===== src/rtl/img_proc_engine.sv =====
// img_proc_engine: single-command image processor (vertical/horizontal mirror,
// grayscale, 3x3 sharpen). Reads a W x H source image through a synchronous
// row/col port and writes every output pixel once in raster order.
module img_proc_engine #(
    parameter int IMG_W    = 64,
    parameter int IMG_H    = 64,
    parameter int AW       = 6,
    parameter int CW       = 8,
    parameter int NCH      = 3,
    parameter int GRAY_REP = 0
) (
    input  logic                clk,
    input  logic                rst,
    input  logic                start,
    input  logic [1:0]          mode,
    output logic                busy,
    output logic                done,
    output logic [AW-1:0]       row,
    output logic [AW-1:0]       col,
    input  logic [NCH*CW-1:0]   in_pix,
    output logic [AW-1:0]       out_row,
    output logic [AW-1:0]       out_col,
    output logic                out_we,
    output logic [NCH*CW-1:0]   out_pix
);
    localparam int PW  = NCH * CW;
    localparam int SW  = CW + 5;              // signed sharpen accumulator width
    localparam int GCH = (NCH > 1) ? 1 : 0;   // gray channel when not replicated
    localparam logic [AW-1:0] W_LAST = AW'(IMG_W - 1);
    localparam logic [AW-1:0] H_LAST = AW'(IMG_H - 1);
    localparam logic signed [SW-1:0] MAXV = SW'((1 << CW) - 1);

    typedef enum logic [2:0] {
        S_IDLE, S_ADDR, S_SAMPLE, S_CALC, S_WRITE, S_DONE
    } state_t;

    state_t              state, state_n;
    logic [1:0]          mode_q, m_sel;
    logic [AW-1:0]       r, c, r_n, c_n;
    logic [1:0]          tr, tc, tr_n, tc_n;   // tap offset (0..2) around (r,c)
    logic                load_addr, cur_int, is_last;
    logic [AW-1:0]       base_r, base_c, addr_r, addr_c;
    logic [PW-1:0]       pix_q, result;
    logic signed [SW-1:0] acc [NCH];
    logic [CW-1:0]       gmax, gmin, g;
    logic [CW:0]         gsum;

    // Sharpen uses all nine taps only away from the image border.
    function automatic logic interior(input logic [1:0] m, input logic [AW-1:0] rr,
                                      input logic [AW-1:0] cc);
        return (m == 2'd3) && (rr != '0) && (rr != H_LAST) && (cc != '0) && (cc != W_LAST);
    endfunction

    // Contribution of one sampled channel: 9x for the center, minus each neighbour.
    function automatic logic signed [SW-1:0] tap_term(input logic [CW-1:0] v, input logic ctr);
        logic signed [SW-1:0] e;
        e = $signed({5'b0, v});
        return ctr ? (e <<< 3) + e : -e;
    endfunction

    assign cur_int = interior(mode_q, r, c);
    assign is_last = (r == H_LAST) && (c == W_LAST);

    // Next-state, pixel/tap counter advance and address-load decision.
    always_comb begin
        state_n   = state;
        r_n       = r;
        c_n       = c;
        tr_n      = tr;
        tc_n      = tc;
        load_addr = 1'b0;
        case (state)
            S_IDLE: begin
                if (start) begin
                    state_n   = S_ADDR;
                    r_n       = '0;
                    c_n       = '0;
                    tr_n      = 2'd1;   // (0,0) is always a one-tap pixel
                    tc_n      = 2'd1;
                    load_addr = 1'b1;
                end
            end
            S_ADDR:   state_n = S_SAMPLE;
            S_SAMPLE: begin
                if (cur_int && !(tr == 2'd2 && tc == 2'd2)) begin
                    state_n   = S_ADDR;
                    load_addr = 1'b1;
                    if (tc == 2'd2) begin
                        tc_n = 2'd0;
                        tr_n = tr + 2'd1;
                    end else begin
                        tc_n = tc + 2'd1;
                    end
                end else begin
                    state_n = S_CALC;
                end
            end
            S_CALC:   state_n = S_WRITE;
            S_WRITE: begin
                if (is_last) begin
                    state_n = S_DONE;
                end else begin
                    state_n   = S_ADDR;
                    load_addr = 1'b1;
                    if (c == W_LAST) begin
                        c_n = '0;
                        r_n = r + AW'(1);
                    end else begin
                        c_n = c + AW'(1);
                    end
                    if (interior(mode_q, r_n, c_n)) begin
                        tr_n = 2'd0;
                        tc_n = 2'd0;
                    end else begin
                        tr_n = 2'd1;
                        tc_n = 2'd1;
                    end
                end
            end
            S_DONE:   state_n = S_IDLE;
            default:  state_n = S_IDLE;
        endcase
    end

    // Read address for the tap about to be issued; mode comes straight from the
    // port in the accept cycle because mode_q is not loaded yet.
    always_comb begin
        m_sel  = (state == S_IDLE) ? mode : mode_q;
        base_r = r_n + AW'(tr_n) - AW'(1);
        base_c = c_n + AW'(tc_n) - AW'(1);
        addr_r = (m_sel == 2'd0) ? H_LAST - base_r : base_r;
        addr_c = (m_sel == 2'd1) ? W_LAST - base_c : base_c;
    end

    // Control state, counters, read address and busy flag.
    always_ff @(posedge clk or posedge rst) begin
        if (rst) begin
            state  <= S_IDLE;
            mode_q <= 2'd0;
            r      <= '0;
            c      <= '0;
            tr     <= 2'd1;
            tc     <= 2'd1;
            row    <= '0;
            col    <= '0;
            busy   <= 1'b0;
        end else begin
            state <= state_n;
            r     <= r_n;
            c     <= c_n;
            tr    <= tr_n;
            tc    <= tc_n;
            if (state == S_IDLE && start) begin
                mode_q <= mode;
                busy   <= 1'b1;
            end else if (state == S_DONE) begin
                busy   <= 1'b0;
            end
            if (load_addr) begin
                row <= addr_r;
                col <= addr_c;
            end
        end
    end

    // Capture the read data; sharpen accumulates per channel as taps arrive.
    always_ff @(posedge clk or posedge rst) begin
        if (rst) begin
            pix_q <= '0;
            for (int ch = 0; ch < NCH; ch++) acc[ch] <= '0;
        end else if (state == S_SAMPLE) begin
            pix_q <= in_pix;
            for (int ch = 0; ch < NCH; ch++) begin
                acc[ch] <= ((tr == 2'd0 && tc == 2'd0) ? '0 : acc[ch])
                         + tap_term(in_pix[ch*CW +: CW], (tr == 2'd1 && tc == 2'd1));
            end
        end
    end

    // Result for the current pixel: pass-through, grayscale or clamped sharpen.
    always_comb begin
        result = pix_q;
        gmax   = pix_q[CW-1:0];
        gmin   = pix_q[CW-1:0];
        for (int ch = 1; ch < NCH; ch++) begin
            if (pix_q[ch*CW +: CW] > gmax) gmax = pix_q[ch*CW +: CW];
            if (pix_q[ch*CW +: CW] < gmin) gmin = pix_q[ch*CW +: CW];
        end
        gsum = {1'b0, gmax} + {1'b0, gmin};
        g    = CW'(gsum >> 1);
        if (mode_q == 2'd2) begin
            result = '0;
            if (GRAY_REP != 0) begin
                for (int ch = 0; ch < NCH; ch++) result[ch*CW +: CW] = g;
            end else begin
                result[GCH*CW +: CW] = g;
            end
        end else if (cur_int) begin
            for (int ch = 0; ch < NCH; ch++) begin
                if (acc[ch][SW-1])      result[ch*CW +: CW] = '0;
                else if (acc[ch] > MAXV) result[ch*CW +: CW] = '1;
                else                     result[ch*CW +: CW] = acc[ch][CW-1:0];
            end
        end
    end

    // Write port and done pulse; data/address hold between writes.
    always_ff @(posedge clk or posedge rst) begin
        if (rst) begin
            out_we  <= 1'b0;
            out_row <= '0;
            out_col <= '0;
            out_pix <= '0;
            done    <= 1'b0;
        end else begin
            out_we <= (state == S_CALC);
            done   <= (state == S_WRITE) && is_last;
            if (state == S_CALC) begin
                out_row <= r;
                out_col <= c;
                out_pix <= result;
            end
        end
    end

endmodule


===== config.mk =====
export PLATFORM = sky130hd
export DESIGN_NAME = img_proc_engine
export DESIGN_NICKNAME = d
export VERILOG_FILES = /design/src/rtl/img_proc_engine.sv
export SDC_FILE = /design/constraint.sdc
export NUM_CORES = 1
export LEC_CHECK = 0
export BUFFER_PORTS_ARGS = -buffer_cell sky130_fd_sc_hd__buf_4
export CAP_MARGIN = 15
export CORE_UTILIZATION = 45
export DETAILED_ROUTE_END_ITERATION = 12
export SYNTH_ARGS = -nofsm -noshare
export SYNTH_HDL_FRONTEND = slang
export SYNTH_SLANG_ARGS = --single-unit
export TNS_END_PERCENT = 20

===== constraint.sdc =====
create_clock -name clk -period 4.6 [get_ports clk]
set_input_delay 0.92 -clock clk [delete_from_list [all_inputs] [get_ports clk]]
set_output_delay 0.92 -clock clk [all_outputs]
set_load 0.02 [all_outputs]

==> impl_metrics.toml <==
[outcome]
outcome = "finished, final reports clean"

[grt]
groute.usage.overall_pct = 24.9
global_route.overflow_total = 0
grt_first_pass_wirelength_mm = 47.3
grt_pass1_vias = 9073
grt_start_max_net_pins = 91
grt_antenna_before_repair = 0

[yosys]
synth_enable_flop_cells = 0
synth_largest_area_cell = "sky130_fd_sc_hd__dfrtp_1"
ys_async_sr_fraction_pct = 100
yosysWarningCount = 0
synthesis.nets = 1456
dominantRegCellSynth = "sky130_fd_sc_hd__dfrtp_1"
synth_top_cell_area_share_pct = 31.0
synth_common_cells = "202 x sky130_fd_sc_hd__nand2_1, 133 x sky130_fd_sc_hd__dfrtp_1, 125 x sky130_fd_sc_hd__a21oi_1, 113 x sky130_fd_sc_hd__o21ai_0, 104 x sky130_fd_sc_hd__ha_1"
synthMostInstantiatedCell = "sky130_fd_sc_hd__nand2_1"
syn_inst = 1314
ys_top_cells_by_area = "sky130_fd_sc_hd__dfrtp_1 31%, sky130_fd_sc_hd__ha_1 12%, sky130_fd_sc_hd__nand2_1 7.1%, sky130_fd_sc_hd__a21oi_1 5.8%, sky130_fd_sc_hd__o21ai_0 5.3%"
synth_seq_area_share_pct = 31.5
post_synth_num_cell_types = 74
mappedNetlistArea_um2 = 10700
synth.avg_cell_area_um2 = 8.17
total_of_flip_flops_plus_latches_after_synthesis = 135

[worst_setup_path]
critPathBufInv = 3
cp_top_family = "compound AO/OA/AOI/OAI gates"
startpoint_type = "register"
ff2ff_setup_slack_ps = 4
crit_start = "pix_q[13]"
data_arrival_time_at_the_worst_slack_endpoint_ps = 4890
required_time_of_the_worst_setup_path_ps = 4890
timing_worst_setup_path_type = "register to register"
critPathSlowestCell = "sky130_fd_sc_hd__dfrtp_1"
reg2reg_from = "pix_q[13]"
timing.critical_path.fanout_max = 8
critical-path-max-stage-delay_ps = 410
crit_path_end_kind = "register"
worst_r2r_endpoint = "out_pix[15]"
worst_r2r_path_depth = 25

[min_path]
hold_wc_path_type = "register to register"
hold_path_end = "out_col[3]"
min_delay_path_depth = 2
worstHoldStart = "out_col[3]"

[cts]
clock_pin_slew_on_the_worst_setup_and_hold_paths_ps = 60
buffer_type_at_the_clock_tree_root = "sky130_fd_sc_hd__clkbuf_16"
cts_inserted_buffers = 17
cts_tree = "built"
numClockSinks = 135
cts.path.max_buffers = 2
number_of_buffers_added_to_fix_hold_violations_after_cts = 0
clk_latency_ps = 430
clock_tree.htree_level_count = 4

[timing]
rsz0062_at_grt = "yes"
worst-slew-pin-transition_ps = 1170
setup_violation_total_in_the_final_timing_report = 0
finalCriticalPeriod_ps = 4600
rel_slew_slack_pct = 22.0
holdWs_ps = 474
drv_slew = 0
final-hold-violation-count = 0
period_share_pct = 99.9
fin_worst_skew_ps = 13.2
max_clock_freq_mhz = 218
finalSetupTns_ps = 0
worst_slack_ps = 3.67

[routing]
routed_wirelength_mm = 29.9
drt_pass1_iterations = 5
drtIter0Drc = 569
detail_route.wl_per_cell_um = 16.9
post-route-drc-count = 0
route.detailed.vias_per_inst = 5.43
ant_nets = 0
via_count = 9605

[layout]
post_layout_nonfiller_instances = 1768
post_route_cells_drive_above_1_share_pct = 18.9
n_fill_cell = 2227
num_antenna_cells = 0
flow.area_growth_from_synthesis_pct = 22.2
final_net_count = 1578

[die]
top_level_ports = 80
core-area_um2 = 23400
start_util_pct = 45.9
rows = 56
chip_height_um = 156
floorplan.die_area_um2 = 24500
die_x_extent_um = 156

[placement]
post_dp_hpwl_mm = 22.0
placed_cells_incl_taps = 1719
post-place-ws_ps = -125
placement.io_buffers = 79
gp_routability_congestion = 0.936

[run]
timing.max_cap.violations = 0
## how the worst max path moves through the flow
stage / to / slack (ps) / depth (start not counted)
CTS: out_pix[15] / 10 / 24
global placement: out_pix[14] / 5 / 21
floorplan: out_pix[15] / 10 / 25
detailed placement: out_pix[15] / -120 / 24
global route: out_pix[15] / -250 / 26
finish: out_pix[15] / 4 / 25
## metrics by stage
| step | cell area [um^2] | utilization [%] |
|---|---|---|
| after global placement | 12000 | 51.4 |
| after CTS | 12700 | 54.4 |
| after detailed placement | 12000 | 51.4 |
| after global routing | 13100 | 56.1 |
| after floorplan | 10800 | - |
| final | 13100 | 56.1 |
## cell type report
type / instances / area (um^2) / area share, %
clock buffers: 19 / 443 / 3.37
multi-input cells: 1057 / 7200 / 54.9
repair buffers: 162 / 1260 / 9.64
inverters: 63 / 241 / 1.84
clock inverters: 13 / 193 / 1.47
flip-flops and latches: 135 / 3380 / 25.8
well taps: 319 / 399 / 3.04
## placed cells by master (no fill, tap or decap), types with 36 or more instances in the layout
cell                      netlist  final
sky130_fd_sc_hd__ha_1         104     96
sky130_fd_sc_hd__and2_1        45     45
sky130_fd_sc_hd__nand2_1      202    202
sky130_fd_sc_hd__xor2_1        36     36
sky130_fd_sc_hd__dfrtp_1      133    133
sky130_fd_sc_hd__buf_4          5    156
sky130_fd_sc_hd__inv_1         61     58
sky130_fd_sc_hd__xnor2_1       51     51
sky130_fd_sc_hd__a21oi_1      125    110
sky130_fd_sc_hd__nor2_1       102     97
sky130_fd_sc_hd__o21ai_0      113    108
## repair_timing
action / CTS / global route
gates cloned: 0 / 0
endpoints found under the setup margin: 4 / 8
pin swaps: 3 / 28
resized for setup: 8 / 55
buffers inserted: 1 / 16
## registers in the layout, indices dropped and copies added, names as in the netlist, 2 cells and up
name and count:
mode_q 2, r 6, row 6, out_pix 24, pix_q 24, out_col 6, state 3, tc 2
col 6, out_row 6, c 6, acc 39, tr 2
## worst register-to-register path, delay by kind of cell (launching register included)
family / cells / cell delay (ps)
AO/OA/AOI/OAI: 13 / 2080
AND/OR/NAND/NOR: 5 / 490
multiplexers: 1 / 290
buffers and inverters: 3 / 420
adder cells (fa/ha/maj): 3 / 780
flip-flops: 1 / 410
## routing by layer
layer	routed length (um)	global-route usage, %	vias to the layer above
met5	0	0	-
met4	557	6.86	0
met3	1340	3.49	40
met2	13600	39.3	240
met1	14400	35.3	4519
li1	-	-	4806
## cell families after synthesis
kind of cell | share of synthesized area, %
fa+ha+maj | 13.9
buf+inv | 4.57
xor+xnor | 7.10
flops | 31.5
mux | 1.32
compound gates | 21.7
simple gates | 20.0
Power is left out: the tool's default activity adds up to more than one toggle a clock period on the data nets, which glitch-free logic cannot reach.
